==> config.mk <==
export PLATFORM = sky130hd
export DESIGN_NAME = pool1_out_fifo
export DESIGN_NICKNAME = d
export VERILOG_FILES = /design/src/rtl/pool1_out_fifo.sv
export SDC_FILE = /design/constraint.sdc
export NUM_CORES = 1
export LEC_CHECK = 0
export ABC_CLOCK_PERIOD_IN_PS = 3490
export CAP_MARGIN = 25
export CORE_MARGIN = 8
export CORE_UTILIZATION = 45
export CTS_CLUSTER_DIAMETER = 50
export CTS_CLUSTER_SIZE = 25
export DETAILED_ROUTE_END_ITERATION = 10
export PLACE_DENSITY = 0.64
export SLEW_MARGIN = 20
export SYNTH_ARGS = -nofsm -noshare
export SYNTH_HDL_FRONTEND = slang
export SYNTH_SLANG_ARGS = --single-unit
==> constraint.sdc <==
create_clock -name clk -period 3.49 [get_ports clk]
set_input_delay 0.5235 -clock clk [delete_from_list [all_inputs] [get_ports clk]]
set_output_delay 0.5235 -clock clk [all_outputs]
set_load 0.1 [all_outputs]
==> src/rtl/pool1_out_fifo.sv <==
`default_nettype none
// ============================================================================
// Module   : pool1_out_fifo
// Purpose  : Elastic buffer between the pool1 output stream and the conv2
//            input. Absorbs words still in flight after backpressure is
//            raised, re-times the stream onto a registered rdy/en/eop
//            handshake, and checks blob framing (length and eop position).
// Revision : 1.0 - initial release
// ============================================================================
module pool1_out_fifo #(
   parameter int DW        = 16,
   parameter int DEPTH     = 32,
   parameter int AW        = 5,
   parameter int SLACK     = 8,
   parameter int FRAME_LEN = 8192,
   parameter int CNT_W     = 14
) (
   input  logic          clk,
   input  logic          rst,
   output logic          blob_din_rdy,
   input  logic          blob_din_en,
   input  logic          blob_din_eop,
   input  logic [DW-1:0] blob_din,
   input  logic          blob_dout_rdy,
   output logic          blob_dout_en,
   output logic          blob_dout_eop,
   output logic [DW-1:0] blob_dout,
   output logic          ovf_err,
   output logic          frame_err
);

   localparam logic [AW:0]      FULL_CNT   = (AW+1)'(DEPTH);
   localparam logic [AW:0]      RDY_THRESH = (AW+1)'(DEPTH - SLACK);
   localparam logic [CNT_W-1:0] FRAME_LAST = CNT_W'(FRAME_LEN - 1);

   // Storage: each entry carries its eop flag in the MSB.
   logic [DW:0]      mem [DEPTH];
   logic [AW-1:0]    wr_ptr;
   logic [AW-1:0]    rd_ptr;
   logic [AW:0]      count;
   logic [AW:0]      count_next;
   logic [CNT_W-1:0] fcnt;

   logic full;
   logic empty;
   logic wr_ok;
   logic pop;

   // Full/empty decisions use the pre-edge count, so a pop never frees a
   // slot for a write in the same cycle.
   always_comb begin
      full       = (count == FULL_CNT);
      empty      = (count == '0);
      wr_ok      = blob_din_en && !full;
      pop        = blob_dout_rdy && !empty;
      count_next = count;
      case ({wr_ok, pop})
         2'b10:   count_next = count + 1'b1;
         2'b01:   count_next = count - 1'b1;
         default: count_next = count;
      endcase
   end

   // Array write; contents are don't-care after reset since pointers clear.
   always_ff @(posedge clk) begin
      if (rst && wr_ok) begin
         mem[wr_ptr] <= {blob_din_eop, blob_din};
      end
   end

   // Pointers, occupancy, registered output port and backpressure.
   always_ff @(posedge clk) begin
      if (!rst) begin
         wr_ptr        <= '0;
         rd_ptr        <= '0;
         count         <= '0;
         blob_din_rdy  <= 1'b0;
         blob_dout_en  <= 1'b0;
         blob_dout_eop <= 1'b0;
         blob_dout     <= '0;
         ovf_err       <= 1'b0;
      end else begin
         if (wr_ok) begin
            wr_ptr <= wr_ptr + 1'b1;
         end
         if (pop) begin
            rd_ptr        <= rd_ptr + 1'b1;
            blob_dout_en  <= 1'b1;
            blob_dout_eop <= mem[rd_ptr][DW];
            blob_dout     <= mem[rd_ptr][DW-1:0];
         end else begin
            blob_dout_en  <= 1'b0;
            blob_dout_eop <= 1'b0;
         end
         count        <= count_next;
         // Dropping rdy while SLACK entries remain covers upstream latency.
         blob_din_rdy <= (count_next <= RDY_THRESH);
         if (blob_din_en && full) begin
            ovf_err <= 1'b1;
         end
      end
   end

   // Frame length check: every offered word counts, even dropped ones.
   always_ff @(posedge clk) begin
      if (!rst) begin
         fcnt      <= '0;
         frame_err <= 1'b0;
      end else if (blob_din_en) begin
         if (blob_din_eop) begin
            if (fcnt != FRAME_LAST) begin
               frame_err <= 1'b1;
            end
            fcnt <= '0;
         end else if (fcnt == FRAME_LAST) begin
            frame_err <= 1'b1;
            fcnt      <= '0;
         end else begin
            fcnt <= fcnt + 1'b1;
         end
      end
   end

endmodule
`default_nettype wire

# Word level (Yosys, flattened, before mapping)
# Memories as Yosys holds them, arrays and structs flattened. A register that Yosys moved wholly into a read port is not among the register bits.
# Cells that the tools add are included.
# totals
mem_bits_rw,544
input_bits,21
n_memories,1
output_inout_bits,21
register_bits,51
# classes
n_eq_ne,6
n_reduce_logical,10
order_cmp,1
addsub,5
muxes,11
# mem_list
memory,words,word_bits,rd,rd_clocked_by_memory_dff,wr,line_no,source
mem,32,17,1,1,1,37,logic [DW:0] mem [DEPTH];
# ops
op,n
$mux W14,2
$add A14 B1 Y14 const B,1
$eq A14 B13 Y1 const B,1
$ne A14 B13 Y1 const B,1
$pmux W6 S2,1
$add A5 B1 Y5 const B,2
$mux W5,2
$add A6 B1 Y6 const B,1
$eq A6 B6 Y1 const B,1
$le A6 B5 Y1 const B,1
$logic_not A6 Y1,1
$mux W1,6
$sub A6 B1 Y6 const B,1
$logic_and A1 B1 Y1,4
$reduce_and A3 Y1,1
$eq A2 B1 Y1 const B,1
$eq A2 B2 Y1 const B,1
$logic_not A1 Y1,2
$ne A2 B1 Y1 const B,1
$reduce_and A2 Y1,1
$reduce_bool A2 Y1,1

# Logic depth before layout (Yosys ltp)
# Gate-level depths: netlist of run 1.
# depth
ltp_word,6
mapped_depth,16

# Worst setup path before layout of run 1
# Ideal clock, no wire load.
# synth_timing
path_type,reg-to-reg
from,register count[1]
to,register blob_din_rdy
setup_ps,122
slack_ps,357
arrival_ps,3011
path_stages_with_launch,16
period_less_slack_ps,3133
cell_sequence,dfxtp_1 > buf_6 > or2_1 > or4_4 > o21ai_4 > inv_2 > ha_1 > clkbuf_1 > xor2_1 > ha_1 > nor2b_1 > a21oi_1 > o211ai_1 > a21oi_1 > xnor2_1 > o311a_1
# synth_between
elab_chain_len,6
elab_cells_between_ends,12
cone_classes,add/sub: 2; order compare: 1; eq/ne: 3; mux: 1; reduce/logical: 5
# synth_rtl
item,line_no,source
from (decl),40,logic [AW:0] count;
from (signal assigned),95,count <= count_next;
$logic_not A6 Y1 (*),53,empty = (count == '0);
$logic_not A1 Y1 (*),55,pop = blob_dout_rdy && !empty;
$logic_and A1 B1 Y1 (*),55,
via pop,47,logic pop;
$eq A2 B1 Y1 or $eq A2 B2 Y1 (tied branches),57,"case ({wr_ok, pop})"
$pmux W6 S2 (*),57,
$le A6 B5 Y1 (*),97,blob_din_rdy <= (count_next <= RDY_THRESH);
to (signal assigned),97,
to (decl),20,"output logic blob_din_rdy,"
# Mark *: on every way through the listed nets, which the timed path passes. The rest lies on a longest branch.
# A chain may end at the register's enable or synchronous reset.

# Worst setup path in the final report of run 1
# layout_timing
from,register count[2]
to,register blob_din_rdy
# Same word-level chain as after synthesis.

==> impl_metrics.env, run 1 <==
export IMPL_worst_slew_pin_slew_ns=0.999
export IMPL_route_detailed_wl_per_inst_um=26.0
export IMPL_synth_compound_gate_area_share=0.0438
export IMPL_post_synth_xor_area_fraction=0.00903
export IMPL_final_instance_count_excl_fill=2044
export IMPL_worst_hold_path_type="in2reg"
export IMPL_yosysMostFrequentCell="sky130_fd_sc_hd__edfxtp_1"
export IMPL_slew_limit_headroom=0.332
export IMPL_die_w_um=243
export IMPL_cp_max_fo=11
export IMPL_run_status="finished clean"
export IMPL_detail_route_drc_violations=0
export IMPL_routed_via_count=12000
export IMPL_worst_endpoint_arrival_ns=3.62
export IMPL_leakagePower_uw=0.00834
export IMPL_synth_top_family_by_area="multiplexers"
export IMPL_die_height_um=243
export IMPL_worstSetupPathType="reg2reg"
export IMPL_globalRoute_totalOverflow=0
export IMPL_power_per_cell_area_nw_per_um2=651
export IMPL_netlist_area_leader_share=0.701
export IMPL_fin_skew_ns=0.0172
export IMPL_report_final_setup_viol=0
export IMPL_r2r_worst_path_cells=13
export IMPL_synthArstFlopShare=0
export IMPL_critical_path_reg2reg_endpoint="blob_din_rdy"
export IMPL_final_hold_viol_count=0
export IMPL_ys_dominant_reg_cell="sky130_fd_sc_hd__edfxtp_1"
export IMPL_netlist_top_cells_area="sky130_fd_sc_hd__edfxtp_1, sky130_fd_sc_hd__mux4_2, sky130_fd_sc_hd__dfxtp_1"
export IMPL_areaGrowthSynthToFinish_pct=14.4
export IMPL_cts_post_setup_buffers_inserted=0
export IMPL_synth_cell_types=54
export IMPL_timing_final_crit_share=0.907
export IMPL_drive_above_1_share=0.242
export IMPL_numCtsBuffers=44
export IMPL_maxClockFrequency_mhz=316
export IMPL_setup_reg_to_reg_worst_slack_ns=0.33
export IMPL_grt_start_max_net_pins=64
export IMPL_synth_nets=1245
export IMPL_synthesized_flop_and_latch_total=600
export IMPL_cts_hold_buffers_added=0
export IMPL_number_of_nets_with_antenna_violations_after_routing=0
export IMPL_holdCritStartpoint="blob_din[8]"
export IMPL_leading_area_contributor_after_synthesis="sky130_fd_sc_hd__edfxtp_1"
export IMPL_place_inst=1963
export IMPL_vias_in_the_first_global_route=11800
export IMPL_adder_cell_fraction_of_synth_area=0.00537
export IMPL_min_to="mem[3][8]"
export IMPL_routed_via_density=5.87
export IMPL_worstSkewPairLatency_ns=0.59
export IMPL_crit_path_start_kind="register"
export IMPL_hpwl_um=33500
export IMPL_wl_um=53200
export IMPL_clkTransAtPathRegs_ns=0.08
export IMPL_synth_sequential_area_ratio=0.750
export IMPL_synth_cells=1214
export IMPL_yosys_mux_area_fraction=0.136
export IMPL_timing_critical_path_required_ns=3.95
export IMPL_fp_coreArea_um2=51200
export IMPL_worst_setup_end_kind="register"
export IMPL_clock_tree_root_cell="sky130_fd_sc_hd__clkbuf_16"
export IMPL_fp_dieArea_um2=59300
export IMPL_whs_path_depth=1
export IMPL_post_synth_edffs=544
export IMPL_drt_pre_antenna_iters=8
export IMPL_fp_row_count=83
export IMPL_antenna_found_initial=0
export IMPL_gp_congestion=0.803
export IMPL_wire_length_of_the_first_global_routing_pass_um=79500
export IMPL_post_route_min_period_ns=3.16
export IMPL_final_net_count=1361
export IMPL_antenna_diode_count=0
export IMPL_setup_tns_final_ns=0
export IMPL_tritoncts="done"
export IMPL_max_cap_violations=0
export IMPL_rsz0062_at_grt="false"
export IMPL_regToRegStartpoint="count[2]"
export IMPL_synth_yosys_warnings=0
export IMPL_report_power_total_uw=17400
export IMPL_worst_ir_drop_vdd_mv=0.423
export IMPL_quantity_of_gates_resized_following_cts=0
export IMPL_post_synthesis_cell_area_um2=23300
export IMPL_post_synth_and_or_nand_nor_area_fraction=0.0388
export IMPL_cts_num_sinks=600
export IMPL_finalHoldWorstSlack_ns=0.453
export IMPL_io_buffers=41
export IMPL_gr_usage_all_layers=0.178
export IMPL_ys_top_cells_by_count="sky130_fd_sc_hd__edfxtp_1, sky130_fd_sc_hd__mux4_2, sky130_fd_sc_hd__nor2_1"
export IMPL_clock_tree_htree_level_count=2
export IMPL_initial_utilization=0.455
export IMPL_io_pins=42
export IMPL_synth_area_per_cell_um2=19.2
export IMPL_report_final_slew_viol_count=0
export IMPL_drt_iter0_drc=1325
export IMPL_clock_path_buffers=3
==> state kept, by name (all words and copies together) (netlist names), named ones only <==
name / count
mem: 544
blob_dout: 16
fcnt: 14
count: 6
rd_ptr: 5
wr_ptr: 5
blob_din_rdy: 1
blob_dout_en: 1
blob_dout_eop: 1
frame_err: 1
ovf_err: 1
==> worst max-delay path by stage <==
| stage | from | end | slack [ns] | depth (start not counted) |
|---|---|---|---|---|
| after floorplan | count[1] | blob_din_rdy | 0.36 | 15 |
| after global placement | blob_din_en | blob_din_rdy | 0.18 | 13 |
| after detailed placement | blob_din_en | blob_din_rdy | 0.15 | 13 |
| after CTS | count[1] | blob_din_rdy | 0.36 | 13 |
| after global routing | count[1] | blob_din_rdy | 0.07 | 13 |
| final | count[2] | blob_din_rdy | 0.33 | 13 |
==> layout make-up <==
| type | count | area (µm²) |
|---|---|---|
| Fill cell | 3963 | 24600 |
| Sequential cell | 600 | 17500 |
| Multi-Input combinational cell | 537 | 5520 |
| Timing Repair Buffer | 135 | 1180 |
| Clock buffer | 45 | 1130 |
| Tap cell | 680 | 851 |
| Clock inverter | 35 | 460 |
| Inverter | 12 | 45.0 |
==> cells by family (layout without fill, tap and decap cells) <==
family / count (synthesis) / count (layout)
xor gates and xnor gates: 24 / 24
adders and majority gates: 10 / 10
AOI/OAI and AO/OA: 128 / 128
buffers and inverters: 77 / 227
and+or+nand+nor: 189 / 189
DFF: 600 / 600
muxes: 186 / 186
==> per-stage QoR <==
stage	setup slack [ns]	instance area (µm²)	util
finish	0.326	26600	0.520
global route	0.0679	26600	0.520
CTS	0.357	26700	0.521
detailed placement	0.146	25100	0.490
global placement	0.179	25100	0.490
floorplan	0.357	23300	-
==> where the power goes <==
part	leakage (µW)	internal, µW	switching [µW]	total, µW
clock	0.000771	2880	2680	5560
combinational	0.00221	1490	2170	3660
sequential	0.00535	7980	153	8130
total	0.00834	12300	5000	17400
==> cell usage in the layout, fill, tap and decap left out, types with 9 or more instances in the layout <==
master	n
sky130_fd_sc_hd__buf_4	84
sky130_fd_sc_hd__nand3_1	22
sky130_fd_sc_hd__a21oi_1	13
sky130_fd_sc_hd__a221oi_1	42
sky130_fd_sc_hd__edfxtp_1	544
sky130_fd_sc_hd__xor2_1	16
sky130_fd_sc_hd__ha_1	10
sky130_fd_sc_hd__nor3_1	15
sky130_fd_sc_hd__mux4_2	105
sky130_fd_sc_hd__clkbuf_16	45
sky130_fd_sc_hd__a222oi_1	10
sky130_fd_sc_hd__clkdlybuf4s50_1	32
sky130_fd_sc_hd__dfxtp_1	53
sky130_fd_sc_hd__mux2i_1	81
sky130_fd_sc_hd__nor2_1	53
sky130_fd_sc_hd__buf_2	9
sky130_fd_sc_hd__nor2_2	32
sky130_fd_sc_hd__inv_1	9
sky130_fd_sc_hd__o21ai_0	9
sky130_fd_sc_hd__nand2_1	23
sky130_fd_sc_hd__a21o_1	12
==> critical path: stages, from the launching register on <==
cell and delay [ns]:
sky130_fd_sc_hd__dfxtp_1 0.36, sky130_fd_sc_hd__or2_1 0.27, sky130_fd_sc_hd__or4_4 0.43, sky130_fd_sc_hd__o21ai_4 0.15
sky130_fd_sc_hd__inv_2 0.05, sky130_fd_sc_hd__ha_1 0.31, sky130_fd_sc_hd__xor2_1 0.21, sky130_fd_sc_hd__ha_1 0.22
sky130_fd_sc_hd__nor2b_1 0.14, sky130_fd_sc_hd__a21oi_1 0.12, sky130_fd_sc_hd__o211ai_1 0.10, sky130_fd_sc_hd__a21oi_1 0.19
sky130_fd_sc_hd__xnor2_1 0.11, sky130_fd_sc_hd__o311a_1 0.37
==> routing by layer <==
layer	GRT usage	up-vias	part of all wire	wire length (µm)
met2	0.284	409	0.48	25500
li1	-	5209	-	-
met4	0.0556	0	0.025	1330
met1	0.252	6308	0.43	22700
met3	0.0279	74	0.069	3680
met5	0	-	0	0
(Power assumes the default switching activity.)
==> run 2: changes to the inputs <==
--- a/config.mk
+++ b/config.mk
@@ -5,14 +5,14 @@
 export SDC_FILE = /design/constraint.sdc
 export NUM_CORES = 1
 export LEC_CHECK = 0
-export ABC_CLOCK_PERIOD_IN_PS = 3490
+export ABC_CLOCK_PERIOD_IN_PS = 2820
 export CAP_MARGIN = 25
 export CORE_MARGIN = 8
 export CORE_UTILIZATION = 45
 export CTS_CLUSTER_DIAMETER = 50
 export CTS_CLUSTER_SIZE = 25
 export DETAILED_ROUTE_END_ITERATION = 10
-export PLACE_DENSITY = 0.64
+export PLACE_DENSITY = 0.66
 export SLEW_MARGIN = 20
 export SYNTH_ARGS = -nofsm -noshare
 export SYNTH_HDL_FRONTEND = slang
==> constraint.sdc (replaced) <==
create_clock -name clk -period 2.82 [get_ports clk]
set_input_delay 0.423 -clock clk [delete_from_list [all_inputs] [get_ports clk]]
set_output_delay 0.423 -clock clk [all_outputs]
set_load 0.1 [all_outputs]
==> impl_metrics.env, run 2 (synthesis gave the netlist of run 1 again) <==
export IMPL_setup_tns_final_ns=-0.0213
export IMPL_gr_usage_all_layers=0.177
export IMPL_worst_ir_drop_vdd_mv=0.511
export IMPL_clock_tree_root_cell="sky130_fd_sc_hd__clkbuf_16"
export IMPL_cts_hold_buffers_added=0
export IMPL_grt_start_max_net_pins=61
export IMPL_maxClockFrequency_mhz=352
export IMPL_route_detailed_wl_per_inst_um=25.5
export IMPL_hpwl_um=33300
export IMPL_routed_via_density=5.83
export IMPL_max_cap_violations=0
export IMPL_nFillCells=3939
export IMPL_final_design_area_no_fill_um2=27000
export IMPL_biggestRegsByFlops="mem x544, blob_dout x16, fcnt x14"
export IMPL_io_pins=42
export IMPL_multi_input_comb_area_um2=5560
export IMPL_wl_um=53000
export IMPL_post_route_util=0.528
export IMPL_antenna_found_initial=0
export IMPL_timing_critical_path_required_ns=3.29
export IMPL_worst_slew_pin_slew_ns=0.767
export IMPL_gp_congestion=0.795
export IMPL_worst_setup_end_kind="register"
export IMPL_clock_path_buffers=3
export IMPL_detail_route_drc_violations=0
export IMPL_post_place_ws_ns=-0.128
export IMPL_drive_above_1_share=0.272
export IMPL_crit_path_start_kind="register"
export IMPL_detailed_place_area_um2=25400
export IMPL_rsz0062_at_grt="true"
export IMPL_clock_tree_htree_level_count=2
export IMPL_final_net_count=1394
export IMPL_worst_hold_path_type="reg2reg"
export IMPL_vias_in_the_first_global_route=12300
export IMPL_sequential_cell_area_um2=17500
export IMPL_post_route_min_period_ns=2.84
export IMPL_antenna_diode_count=0
export IMPL_final_setup_worst_slack_ns=-0.0213
export IMPL_cts_num_sinks=600
export IMPL_drt_iter0_drc=1254
export IMPL_run_status="finished with violations"
export IMPL_report_final_setup_viol=1
export IMPL_fp_dieArea_um2=59300
export IMPL_cp_max_fo=4
export IMPL_initial_utilization=0.455
export IMPL_routed_via_count=12100
export IMPL_slew_limit_headroom=0.486
export IMPL_worstSkewPairLatency_ns=0.60
export IMPL_largest_register_ffs=544
export IMPL_finalHoldWorstSlack_ns=0.469
export IMPL_io_buffers=41
export IMPL_areaGrowthSynthToFinish_pct=16.0
export IMPL_number_of_nets_with_antenna_violations_after_routing=0
export IMPL_die_height_um=243
export IMPL_worst_endpoint_arrival_ns=3.31
export IMPL_numCtsBuffers=42
export IMPL_power_per_cell_area_nw_per_um2=796
export IMPL_final_hold_viol_count=0
export IMPL_globalRoute_totalOverflow=0
export IMPL_leading_cell_type_in_the_layout_fill_and_taps_excluded="sky130_fd_sc_hd__edfxtp_1"
export IMPL_fin_skew_ns=0.0287
export IMPL_wire_length_of_the_first_global_routing_pass_um=79400
export IMPL_leakagePower_uw=0.00856
export IMPL_worstSetupPathType="reg2reg"
export IMPL_registers_top_by_ff_count="mem"
export IMPL_clkTransAtPathRegs_ns=0.07
export IMPL_die_w_um=243
export IMPL_final_cell_mix="sky130_fd_sc_hd__edfxtp_1, sky130_fd_sc_hd__buf_4, sky130_fd_sc_hd__mux4_2"
export IMPL_fp_row_count=83
export IMPL_report_final_slew_viol_count=0
export IMPL_violated_checks="negative setup slack"
export IMPL_fp_coreArea_um2=51200
export IMPL_timing_final_crit_share=1.01
export IMPL_drt_pre_antenna_iters=7
export IMPL_tritoncts="done"
-- run 2: changes by cell type in the layout (fill, tap and decap cells not counted), sizes merged --
cell / before / now
clkinvlp: 3 / 1
clkbuf: 45 / 47
bufinv: 5 / 2
clkdlybuf4s50: 32 / 20
buf: 103 / 150
-- run 2: layout make-up --
class	instances	area share
Clock buffer	47	0.0423
Inverter	12	0.00176
Sequential cell	600	0.646
Tap cell	680	0.0315
Timing Repair Buffer	170	0.0579
Clock inverter	30	0.0144
Multi-Input combinational cell	537	0.206
-- run 2: critical path, stage by stage, from the launching register on --
cell and delay (ns):
sky130_fd_sc_hd__dfxtp_1 0.31, sky130_fd_sc_hd__or2_1 0.24, sky130_fd_sc_hd__or4_4 0.43, sky130_fd_sc_hd__o21ai_4 0.17, sky130_fd_sc_hd__inv_4 0.05, sky130_fd_sc_hd__ha_4 0.17, sky130_fd_sc_hd__xor2_1 0.16, sky130_fd_sc_hd__ha_2 0.22
sky130_fd_sc_hd__nor2b_1 0.17, sky130_fd_sc_hd__a21oi_2 0.05, sky130_fd_sc_hd__o211ai_1 0.18, sky130_fd_sc_hd__a21oi_1 0.11, sky130_fd_sc_hd__xnor2_1 0.15, sky130_fd_sc_hd__o311a_1 0.29
-- run 2: layer usage --
metal / global-route usage / vias up / wire, µm
met3: 0.0318 / 79 / 3520
met2: 0.290 / 462 / 25800
met1: 0.245 / 6285 / 22500
met4: 0.0452 / 0 / 1200
li1: - / 5276 / -
met5: 0 / - / 0
-- run 2: stage by stage --
stage / total power (µW) / cells
global placement: 14900 / 1997
detailed placement: 15000 / 1997
floorplan: 13700 / 1214
finish: 21500 / 2076
global route: 22300 / 2076
CTS: 21700 / 2075
-- run 2: final timing paths --
check / from / to / slack, ns / cells after the start
min: fcnt[12] / fcnt[12] / 0.47 / 2
max: count[1] / blob_din_rdy / -0.02 / 13
max reg2reg: count[1] / blob_din_rdy / -0.02 / 13
min reg2reg: fcnt[12] / fcnt[12] / 0.47 / 2
-- run 2: repair_timing --
item,in CTS,in global routing
setup buffers,1,1
gates resized for setup,4,3
endpoints found under the setup margin,2,3
pin swaps,8,2
-- run 2: power breakdown --
part | internal, µW | switching (µW) | leakage, µW
sequential | 9870 | 164 | 0.00535
combinational | 2040 | 2770 | 0.00246
clock | 3330 | 3340 | 0.000748
==> run 3: changes to the inputs <==
--- a/config.mk
+++ b/config.mk
@@ -13,6 +13,7 @@
 export CTS_CLUSTER_SIZE = 25
 export DETAILED_ROUTE_END_ITERATION = 10
 export PLACE_DENSITY = 0.66
+export REMOVE_ABC_BUFFERS = 1
 export SLEW_MARGIN = 20
 export SYNTH_ARGS = -nofsm -noshare
 export SYNTH_HDL_FRONTEND = slang
==> impl_metrics.env, run 3 (synthesis gave the netlist of run 1 again) <==
export IMPL_worst_ir_drop_vdd_mv=0.721
export IMPL_drt_iter0_drc=1066
export IMPL_fp_row_count=83
export IMPL_antenna_found_initial=0
export IMPL_largest_register_ffs=544
export IMPL_drt_pre_antenna_iters=7
export IMPL_maxClockFrequency_mhz=358
export IMPL_timing_final_crit_share=0.991
export IMPL_worst_slew_pin_slew_ns=0.724
export IMPL_io_pins=42
export IMPL_power_per_cell_area_nw_per_um2=814
export IMPL_routed_via_density=5.88
export IMPL_leakagePower_uw=0.00862
export IMPL_clock_tree_root_cell="sky130_fd_sc_hd__clkbuf_16"
export IMPL_met3_routing_resource_usage_after_global_routing=0.0316
export IMPL_wire_length_of_the_first_global_routing_pass_um=79300
export IMPL_hpwl_um=30900
export IMPL_r2r_worst_path_cells=13
export IMPL_globalRoute_totalOverflow=0
export IMPL_leading_cell_type_in_the_layout_fill_and_taps_excluded="sky130_fd_sc_hd__edfxtp_1"
export IMPL_clkTransAtPathRegs_ns=0.07
export IMPL_numCtsBuffers=48
export IMPL_gp_congestion=0.784
export IMPL_wl_um=53500
export IMPL_final_net_count=1377
export IMPL_gr_usage_met2=0.289
export IMPL_drive_above_1_share=0.266
export IMPL_timing_critical_path_required_ns=3.28
export IMPL_grt_start_max_net_pins=41
export IMPL_worst_endpoint_arrival_ns=3.26
export IMPL_die_w_um=243
export IMPL_gr_usage_all_layers=0.178
export IMPL_report_final_slew_viol_count=0
export IMPL_rsz0062_at_grt="true"
export IMPL_report_final_setup_viol=0
export IMPL_slew_limit_headroom=0.516
export IMPL_grt_busiest_layer="met2"
export IMPL_areaGrowthSynthToFinish_pct=17.6
export IMPL_worstSkewPairLatency_ns=0.64
export IMPL_worst_setup_end_kind="register"
export IMPL_cts_hold_buffers_added=0
export IMPL_worst_hold_path_type="reg2reg"
export IMPL_cp_max_fo=4
export IMPL_setup_worst_path_end="blob_din_rdy"
export IMPL_cts_num_sinks=600
export IMPL_biggestRegsByFlops="mem x544, blob_dout x16, fcnt x14"
export IMPL_fin_skew_ns=0.0670
export IMPL_post_route_min_period_ns=2.80
export IMPL_tritoncts="done"
export IMPL_final_cell_mix="sky130_fd_sc_hd__edfxtp_1, sky130_fd_sc_hd__mux4_2, sky130_fd_sc_hd__buf_4"
export IMPL_vias_in_the_first_global_route=12400
export IMPL_route_detailed_wl_per_inst_um=25.9
export IMPL_antenna_diode_count=0
export IMPL_detail_route_drc_violations=0
export IMPL_clock_path_buffers=3
export IMPL_initial_utilization=0.455
export IMPL_run_status="finished clean"
export IMPL_number_of_nets_with_antenna_violations_after_routing=0
export IMPL_registers_top_by_ff_count="mem"
export IMPL_crit_path_start_kind="register"
export IMPL_clock_tree_htree_level_count=2
export IMPL_routed_via_count=12100
export IMPL_finalHoldWorstSlack_ns=0.461
export IMPL_fp_coreArea_um2=51200
export IMPL_io_buffers=41
export IMPL_fp_dieArea_um2=59300
export IMPL_critical_path_reg2reg_endpoint="blob_din_rdy"
export IMPL_die_height_um=243
export IMPL_grt_met1_usage=0.247
export IMPL_worstSetupPathType="reg2reg"
export IMPL_post_route_util=0.535
export IMPL_setup_reg_to_reg_worst_slack_ns=0.02
export IMPL_final_hold_viol_count=0
export IMPL_max_cap_violations=0
export IMPL_regToRegStartpoint="count[2]"
export IMPL_timing_critical_path_from="count[2]"
==> run 3: cell count changes in the layout (fill, tap and decap cells not counted), moves of 2 or more <==
cell | before | now
sky130_fd_sc_hd__clkbuf_16 | 45 | 50
sky130_fd_sc_hd__inv_16 | 2 | 4
sky130_fd_sc_hd__buf_12 | 19 | 39
sky130_fd_sc_hd__clkinv_4 | 5 | 3
sky130_fd_sc_hd__buf_4 | 131 | 88
sky130_fd_sc_hd__clkinv_8 | 5 | 11
==> run 3: critical path, stage by stage (launching register included) <==
cell	delay [ns]
sky130_fd_sc_hd__dfxtp_1	0.30
sky130_fd_sc_hd__or2_1	0.24
sky130_fd_sc_hd__or4_4	0.43
sky130_fd_sc_hd__o21ai_4	0.16
sky130_fd_sc_hd__inv_2	0.07
sky130_fd_sc_hd__ha_4	0.17
sky130_fd_sc_hd__xor2_1	0.16
sky130_fd_sc_hd__ha_2	0.20
sky130_fd_sc_hd__nor2b_1	0.13
sky130_fd_sc_hd__a21oi_1	0.12
sky130_fd_sc_hd__o211ai_1	0.10
sky130_fd_sc_hd__a21oi_1	0.20
sky130_fd_sc_hd__xnor2_1	0.11
sky130_fd_sc_hd__o311a_1	0.30
==> run 3: timing repair <==
action / in CTS / in global routing
buffers inserted: 0 / 0
pin swaps: 5 / 5
endpoints found under the setup margin: 1 / 2
resized for setup: 6 / 3
==> run 3: layer usage <==
layer	vias up	part of all wire
met1	6365	0.43
li1	5265	-
met4	0	0.024
met5	-	0
met2	436	0.48
met3	76	0.069
==> run 3: worst min-delay path by stage <==
stage             start        to  slack (ns)  cells past startpoint
2_1_floorplan  fcnt[12]  fcnt[12]        0.43                      2
3_3_place_gp   fcnt[12]  fcnt[12]        0.44                      2
3_5_place_dp   fcnt[12]  fcnt[12]        0.45                      2
4_1_cts        fcnt[12]  fcnt[12]        0.46                      2
5_1_grt         ovf_err   ovf_err        0.50                      2
6_report       fcnt[12]  fcnt[12]        0.46                      2
==> run 3: cell type report <==
class	instances	area (µm²)
Multi-Input combinational cell	537	5560
Tap cell	680	851
Timing Repair Buffer	147	1640
Clock inverter	38	557
Sequential cell	600	17500
Fill cell	3947	23800
Clock buffer	52	1260
Inverter	12	45.0
==> run 3: power breakdown <==
part	internal, µW	switching, µW
clock network	3750	3700
registers	9870	219
logic	2060	2690
==> run 3: metrics by stage <==
| step | setup slack (ns) | setup TNS, ns | cells | total power, µW | area [µm²] |
|---|---|---|---|---|---|
| after detailed placement | -0.121 | -0.121 | 1976 | 15000 | 25500 |
| after CTS | 0.00742 | 0 | 2066 | 22500 | 27400 |
| final | 0.0242 | 0 | 2066 | 22300 | 27400 |
| after floorplan | -5.04 | -83.66 | 1149 | 13200 | 22900 |
| after global placement | -0.0976 | -0.0976 | 1976 | 15000 | 25500 |
| after global routing | -0.106 | -0.106 | 2066 | 23000 | 27400 |
